**config.mk**
```make
export PLATFORM = sky130hd
export DESIGN_NAME = text_pixel_serializer_flat
export DESIGN_NICKNAME = d
export VERILOG_FILES = /design/src/rtl/text_pixel_serializer_if.sv /design/src/rtl/text_pixel_serializer.sv /design/src/flat_wrapper.sv
export SDC_FILE = /design/constraint.sdc
export NUM_CORES = 1
export LEC_CHECK = 0
export BUFFER_PORTS_ARGS = -buffer_cell sky130_fd_sc_hd__buf_2
export CAP_MARGIN = 25
export CELL_PAD_IN_SITES_DETAIL_PLACEMENT = 0
export CELL_PAD_IN_SITES_GLOBAL_PLACEMENT = 1
export CORE_MARGIN = 2
export CORE_UTILIZATION = 44
export DETAILED_ROUTE_END_ITERATION = 8
export GPL_TIMING_DRIVEN = 0
export PLACE_DENSITY = 0.82
export SYNTH_ARGS = -nofsm -noshare
export SYNTH_HDL_FRONTEND = slang
export SYNTH_SLANG_ARGS = --single-unit
```
**constraint.sdc**
```tcl
create_clock -name vga_clk -period 1.7 [get_ports vga_clk]
set_input_delay 0.17 -clock vga_clk [delete_from_list [all_inputs] [get_ports vga_clk]]
set_output_delay 0.17 -clock vga_clk [all_outputs]
set_load 0.03 [all_outputs]
```
**src/rtl/text_pixel_serializer_if.sv**
```systemverilog
// Signal bundle between the sync generator, text RAM, font ROM, cursor
// control and the text pixel serializer. The serializer uses the slave side.
interface text_pixel_serializer_if #(
    parameter int unsigned ADDR_W = 12
);
    logic [9:0]        x;
    logic [9:0]        y;
    logic              display_area_in;
    logic              frame_start;
    logic [ADDR_W-1:0] text_addr;
    logic [7:0]        text_data;
    logic [10:0]       font_addr;
    logic [7:0]        font_data;
    logic [6:0]        cursor_col;
    logic [4:0]        cursor_row;
    logic              cursor_en;
    logic              serial_output;
    logic              display_area;

    modport master (
        output x, y, display_area_in, frame_start,
        output text_data, font_data,
        output cursor_col, cursor_row, cursor_en,
        input  text_addr, font_addr, serial_output, display_area
    );

    modport slave (
        input  x, y, display_area_in, frame_start,
        input  text_data, font_data,
        input  cursor_col, cursor_row, cursor_en,
        output text_addr, font_addr, serial_output, display_area
    );
endinterface

```
**src/rtl/text_pixel_serializer.sv**
```systemverilog
// Text-mode pixel generator: turns (x, y, display_area_in) into a serial
// pixel stream through a text RAM lookup and a font ROM lookup. Five-cycle
// fixed latency, one pixel per clock. Supports inverse video (char bit 7)
// and a blinking underline cursor.
module text_pixel_serializer #(
    parameter int unsigned COLS         = 80,
    parameter int unsigned ROWS         = 30,
    parameter int unsigned CHAR_W       = 8,
    parameter int unsigned CHAR_H       = 16,
    parameter int unsigned ADDR_W       = 12,
    parameter int unsigned BLINK_FRAMES = 30
) (
    input  logic                   vga_clk,
    input  logic                   reset,
    text_pixel_serializer_if.slave bus
);
    localparam int unsigned GX_W    = $clog2(CHAR_W);
    localparam int unsigned GY_W    = $clog2(CHAR_H);
    localparam int unsigned COL_W   = 10 - GX_W;
    localparam int unsigned ROW_W   = 10 - GY_W;
    localparam int unsigned BLINK_W = (BLINK_FRAMES > 1) ? $clog2(BLINK_FRAMES) : 1;

    // Per-pixel context carried alongside the memory lookups.
    typedef struct packed {
        logic             de;
        logic [COL_W-1:0] col;
        logic [ROW_W-1:0] row;
        logic [GY_W-1:0]  glyph_row;
        logic [GX_W-1:0]  glyph_col;
    } cell_t;

    cell_t              s0_c;
    cell_t              s1;
    cell_t              s2;
    cell_t              s3;
    cell_t              s4;
    logic               inv3;
    logic               inv4;
    logic [ADDR_W-1:0]  addr_c;
    logic [BLINK_W-1:0] blink_cnt;
    logic               blink_phase;
    logic               cursor_hit_c;
    logic               pix_c;

    // Cell decode and linear text address; blanked pixels read address 0.
    always_comb begin
        s0_c.de        = bus.display_area_in;
        s0_c.col       = bus.x[9:GX_W];
        s0_c.row       = bus.y[9:GY_W];
        s0_c.glyph_row = bus.y[GY_W-1:0];
        s0_c.glyph_col = bus.x[GX_W-1:0];
        addr_c         = '0;
        if (bus.display_area_in) begin
            addr_c = ADDR_W'(32'(s0_c.row) * COLS + 32'(s0_c.col));
        end
    end

    // Underline cursor on the bottom two glyph rows; off-screen cursors never match.
    always_comb begin
        cursor_hit_c = bus.cursor_en && blink_phase
                    && (32'(bus.cursor_col) < COLS)
                    && (32'(bus.cursor_row) < ROWS)
                    && (s4.col == COL_W'(bus.cursor_col))
                    && (s4.row == ROW_W'(bus.cursor_row))
                    && (32'(s4.glyph_row) >= CHAR_H - 2);
        pix_c        = (bus.font_data[~s4.glyph_col] ^ inv4) | cursor_hit_c;
    end

    // Lookup pipeline: text addr -> text data -> font addr -> font data -> pixel.
    always_ff @(posedge vga_clk or negedge reset) begin
        if (!reset) begin
            bus.text_addr     <= '0;
            bus.font_addr     <= '0;
            bus.serial_output <= 1'b0;
            bus.display_area  <= 1'b0;
            s1                <= '0;
            s2                <= '0;
            s3                <= '0;
            s4                <= '0;
            inv3              <= 1'b0;
            inv4              <= 1'b0;
        end else begin
            bus.text_addr     <= addr_c;
            s1                <= s0_c;
            s2                <= s1;
            bus.font_addr     <= 11'({bus.text_data[6:0], s2.glyph_row});
            inv3              <= bus.text_data[7];
            s3                <= s2;
            s4                <= s3;
            inv4              <= inv3;
            bus.serial_output <= pix_c & s4.de;
            bus.display_area  <= s4.de;
        end
    end

    // Frame counter driving the cursor blink; phase starts visible after reset.
    always_ff @(posedge vga_clk or negedge reset) begin
        if (!reset) begin
            blink_cnt   <= '0;
            blink_phase <= 1'b1;
        end else if (bus.frame_start) begin
            if (blink_cnt == BLINK_W'(BLINK_FRAMES - 1)) begin
                blink_cnt   <= '0;
                blink_phase <= ~blink_phase;
            end else begin
                blink_cnt <= blink_cnt + 1'b1;
            end
        end
    end
endmodule

```
**src/flat_wrapper.sv**
```systemverilog
// flat-port wrapper written by rule: the top's interface ports become plain ports
module text_pixel_serializer_flat 
#(
    parameter int unsigned COLS         = 80,
    parameter int unsigned ROWS         = 30,
    parameter int unsigned CHAR_W       = 8,
    parameter int unsigned CHAR_H       = 16,
    parameter int unsigned ADDR_W       = 12,
    parameter int unsigned BLINK_FRAMES = 30
)
  (vga_clk, reset, bus_x, bus_y, bus_display_area_in, bus_frame_start, bus_text_data, bus_font_data, bus_cursor_col, bus_cursor_row, bus_cursor_en, bus_text_addr, bus_font_addr, bus_serial_output, bus_display_area);
  text_pixel_serializer_if #(.ADDR_W(ADDR_W)) bus_i ();
  input  logic vga_clk;
  input  logic reset;
  input wire logic [$bits(bus_i.x)-1:0] bus_x;
  input wire logic [$bits(bus_i.y)-1:0] bus_y;
  input wire logic [$bits(bus_i.display_area_in)-1:0] bus_display_area_in;
  input wire logic [$bits(bus_i.frame_start)-1:0] bus_frame_start;
  input wire logic [$bits(bus_i.text_data)-1:0] bus_text_data;
  input wire logic [$bits(bus_i.font_data)-1:0] bus_font_data;
  input wire logic [$bits(bus_i.cursor_col)-1:0] bus_cursor_col;
  input wire logic [$bits(bus_i.cursor_row)-1:0] bus_cursor_row;
  input wire logic [$bits(bus_i.cursor_en)-1:0] bus_cursor_en;
  output wire logic [$bits(bus_i.text_addr)-1:0] bus_text_addr;
  output wire logic [$bits(bus_i.font_addr)-1:0] bus_font_addr;
  output wire logic [$bits(bus_i.serial_output)-1:0] bus_serial_output;
  output wire logic [$bits(bus_i.display_area)-1:0] bus_display_area;
  assign bus_i.x = bus_x;
  assign bus_i.y = bus_y;
  assign bus_i.display_area_in = bus_display_area_in;
  assign bus_i.frame_start = bus_frame_start;
  assign bus_i.text_data = bus_text_data;
  assign bus_i.font_data = bus_font_data;
  assign bus_i.cursor_col = bus_cursor_col;
  assign bus_i.cursor_row = bus_cursor_row;
  assign bus_i.cursor_en = bus_cursor_en;
  assign bus_text_addr = bus_i.text_addr;
  assign bus_font_addr = bus_i.font_addr;
  assign bus_serial_output = bus_i.serial_output;
  assign bus_display_area = bus_i.display_area;
  text_pixel_serializer #(.COLS(COLS), .ROWS(ROWS), .CHAR_W(CHAR_W), .CHAR_H(CHAR_H), .ADDR_W(ADDR_W), .BLINK_FRAMES(BLINK_FRAMES)) u_core (.vga_clk(vga_clk), .reset(reset), .bus(bus_i));
endmodule
```
==> impl_metrics.ini <==
[clocking]
cts_buffers = 9
clock_sinks = 112
cts_max_path_buffers = 2
clkTransAtPathRegs_ns = 0.09
cts-root-buf = clkbuf_8
htreeDepth = 3
cts_tree = yes
clk_latency_ns = 0.35

[route]
drtIter0Drc = 78
vias_per_cell = 4.48
postRouteAntennaNets = 0
routed_wl_um = 5750
route.detailed.drc = 0
vias = 2034
dr.pass1.iters = 4
wl_per_cell_um = 12.7

[synthesis]
netlist_area_um2 = 3680
syn_area_per_cell_um2 = 16.3
yosysUniqueCellTypes = 30
async_flop_share = 1.00
yosysWarnings = 0
yosys_register_bits = 112
synth_nets = 294
synth-edff-count = 0
ys_seq_area_frac = 0.761
synthesis.instances = 226
synth_top_flop_cell = dfrtp_1

[worst_setup_path]
critical_path.cell_chain = buf_4, ha_4, ha_4, inv_4, fa_2, nand2b_4, nor2_4, nor4b_4, xnor2_1, and2_1
crit_arrival_ns = 1.90
critPathBufInv = 2
cpLargestDelayFamily = adder cells
critPathCaptureType = flop
crit_path_max_fanout = 4
cp_data_required_time_ns = 1.94
cp-start-kind = input pin
crit_path_max_incr_delay_ns = 0.46
slowest_stage = fa_2
setup.worst_path.class = input pin to flop
cp_common_cell = ha_4

[layout]
fin_util = 0.587
antennaDiodeCount = 0
drive_gt1_frac = 0.304
multi_input_area_um2 = 863
nNetsFinal = 413
syn_to_final_growth_pct = 30.4
n_fill_cell = 661
regArea_um2 = 2800

[placed_design]
place_ws_ns = -0.365
hpwl_um = 3840
port_buffers = 76
place_congestion = 0.744

[pwr]
leakagePower_nw = 2.27
p_per_area_nw_per_um2 = 1100
vdd_drop_max_mv = 0.564

[sta]
fmax_mhz = 604
min_period_ns = 1.66
relSlewSlack = 0.631
rsz0062_at_grt = true
fin_skew_ns = 0.00800
fin_crit_sh = 0.974
worstMarginPinSlew_ns = 0.554
setup-violations-final = 0
hold_violations = 0
final.setup.worst_slack_ns = 0.0444
final-max-slew-violation-count = 0
holdWs_ns = 0.148

[global_routing]
grt_util_all_layers = 0.143
grt_max_degree = 69
grt_pass1_wl_um = 9640
overflow = 0
grt_pass1_vias = 2142
antenna_found_initial = 0

[status]
status = finished, final reports clean

[hold_path]
min_path_type = input pin to flop

[run]
drv.max_cap_violation_count = 0

[floorplanning]
io_pins = 78
floorplan.initialDensity = 0.450
fp.dieArea_um2 = 9120
die_h_um = 95.5
die_w_um = 95.5
fp-row-count = 33
core_um2 = 8180
-- area by class of cell --
class,instances,share of cell area
Sequential cell,112,0.584
Multi-Input combinational cell,99,0.180
Timing Repair Buffer,108,0.151
Clock buffer,11,0.0274
Tap cell,105,0.0274
Clock inverter,4,0.0146
Buffer,6,0.00782
Inverter,9,0.00756
-- synthesized netlist by cell type (3+ instances only) --
cell | number | share of area
inv_1 | 9 | 0.0092
nand2_1 | 5 | 0.0051
dfrtp_1 | 111 | 0.75
ha_1 | 13 | 0.044
and2_1 | 10 | 0.017
a21oi_1 | 5 | 0.0068
o21ai_0 | 6 | 0.0082
nand4_1 | 3 | 0.0051
xor2_1 | 8 | 0.019
nor2b_1 | 3 | 0.0051
xnor2_1 | 11 | 0.026
nor2_1 | 7 | 0.0071
nand3_1 | 5 | 0.0068
nand2b_1 | 4 | 0.0068
buf_4 | 4 | 0.0082
-- timing repair --
action,4_1_cts,5_1_grt
gates resized for setup,0,10
hold buffers,30,0
hold endpoints to repair,73,0
pin swaps,1,4
setup endpoints to repair,1,3
buffers inserted,0,1
-- layer usage --
metal  global-route usage  vias to the layer above  wire length [um]
met2                0.232                       55              2860
li1                     -                      974                 -
met3               0.0316                       11               363
met4               0.0714                        0               101
met1                0.184                      994              2430
met5                    0                        -                 0
-- cell families (layout without fill, tap and decap cells) --
family / Yosys count / in the layout / synth area share
flip-flops: 112 / 112 / 0.761
AND/OR/NAND/NOR: 45 / 45 / 0.0737
XOR/XNOR: 19 / 19 / 0.0452
AO/OA/AOI/OAI: 16 / 16 / 0.0255
adder cells (fa/ha/maj): 15 / 15 / 0.0550
buffers and inverters: 15 / 138 / 0.0194
multiplexers: 4 / 4 / 0.0197
-- flip-flops by register name, summed over array words and instances (netlist names) --
name,count
u_core.inv4,1
u_core.s1,21
u_core.s3,17
u_core.blink_cnt,5
u_core.bus.text_addr,12
u_core.s2,21
u_core.bus.display_area,1
u_core.bus.font_addr,11
u_core.inv3,1
u_core.blink_phase,1
u_core.bus.serial_output,1
u_core.s4,20
-- final timing paths --
check,startpoint,endpoint,slack [ns],cells after the start
setup reg to reg,u_core.s4[0],u_core.bus.serial_output,0.23,5
hold reg to reg,u_core.s2[11],u_core.s3[11],0.35,0
min in group asynchronous,reset,u_core.bus.font_addr[0],0.35,2
hold / removal,bus_cursor_col[6],u_core.bus.serial_output,0.15,4
max in group asynchronous,reset,u_core.blink_phase,0.59,3
setup / recovery,bus_y[5],u_core.bus.text_addr[11],0.04,10
-- cell usage in the layout, fill, tap and decap left out, drive strengths merged, types with 3 or more instances in the layout --
master / n
xor2: 8
xnor2: 11
nand2: 5
nor2b: 3
and2: 10
clkbuf: 13
nor2: 7
dlygate4sd3: 30
dfrtp: 111
nand2b: 4
nand3: 5
o21ai: 6
buf: 82
inv: 9
ha: 13
nand4: 3
a21oi: 5
-- stage by stage --
stage	TNS [ns]	instance area (um2)	power, mW	std cells
global placement	-77.34	4230	3.65	407
finish	0	4800	5.29	454
CTS	0	4760	5.35	453
global route	-0.0325	4800	5.58	454
floorplan	-0.187	3720	3.42	226
detailed placement	-0.951	4260	3.69	408
-- worst min-delay path, cell delays in order --
cell and delay (ns):
buf_2 0.09, o21ai_0 0.08, nand4_1 0.07, nand2_1 0.05
-- report_power, final --
group | internal, mW | total (mW) | leakage (nW) | switching [mW]
logic | 0.341 | 0.736 | 0.852 | 0.395
clock network | 0.819 | 1.58 | 0.103 | 0.761
registers | 2.87 | 2.98 | 1.32 | 0.102
(Power assumes the default switching activity.)
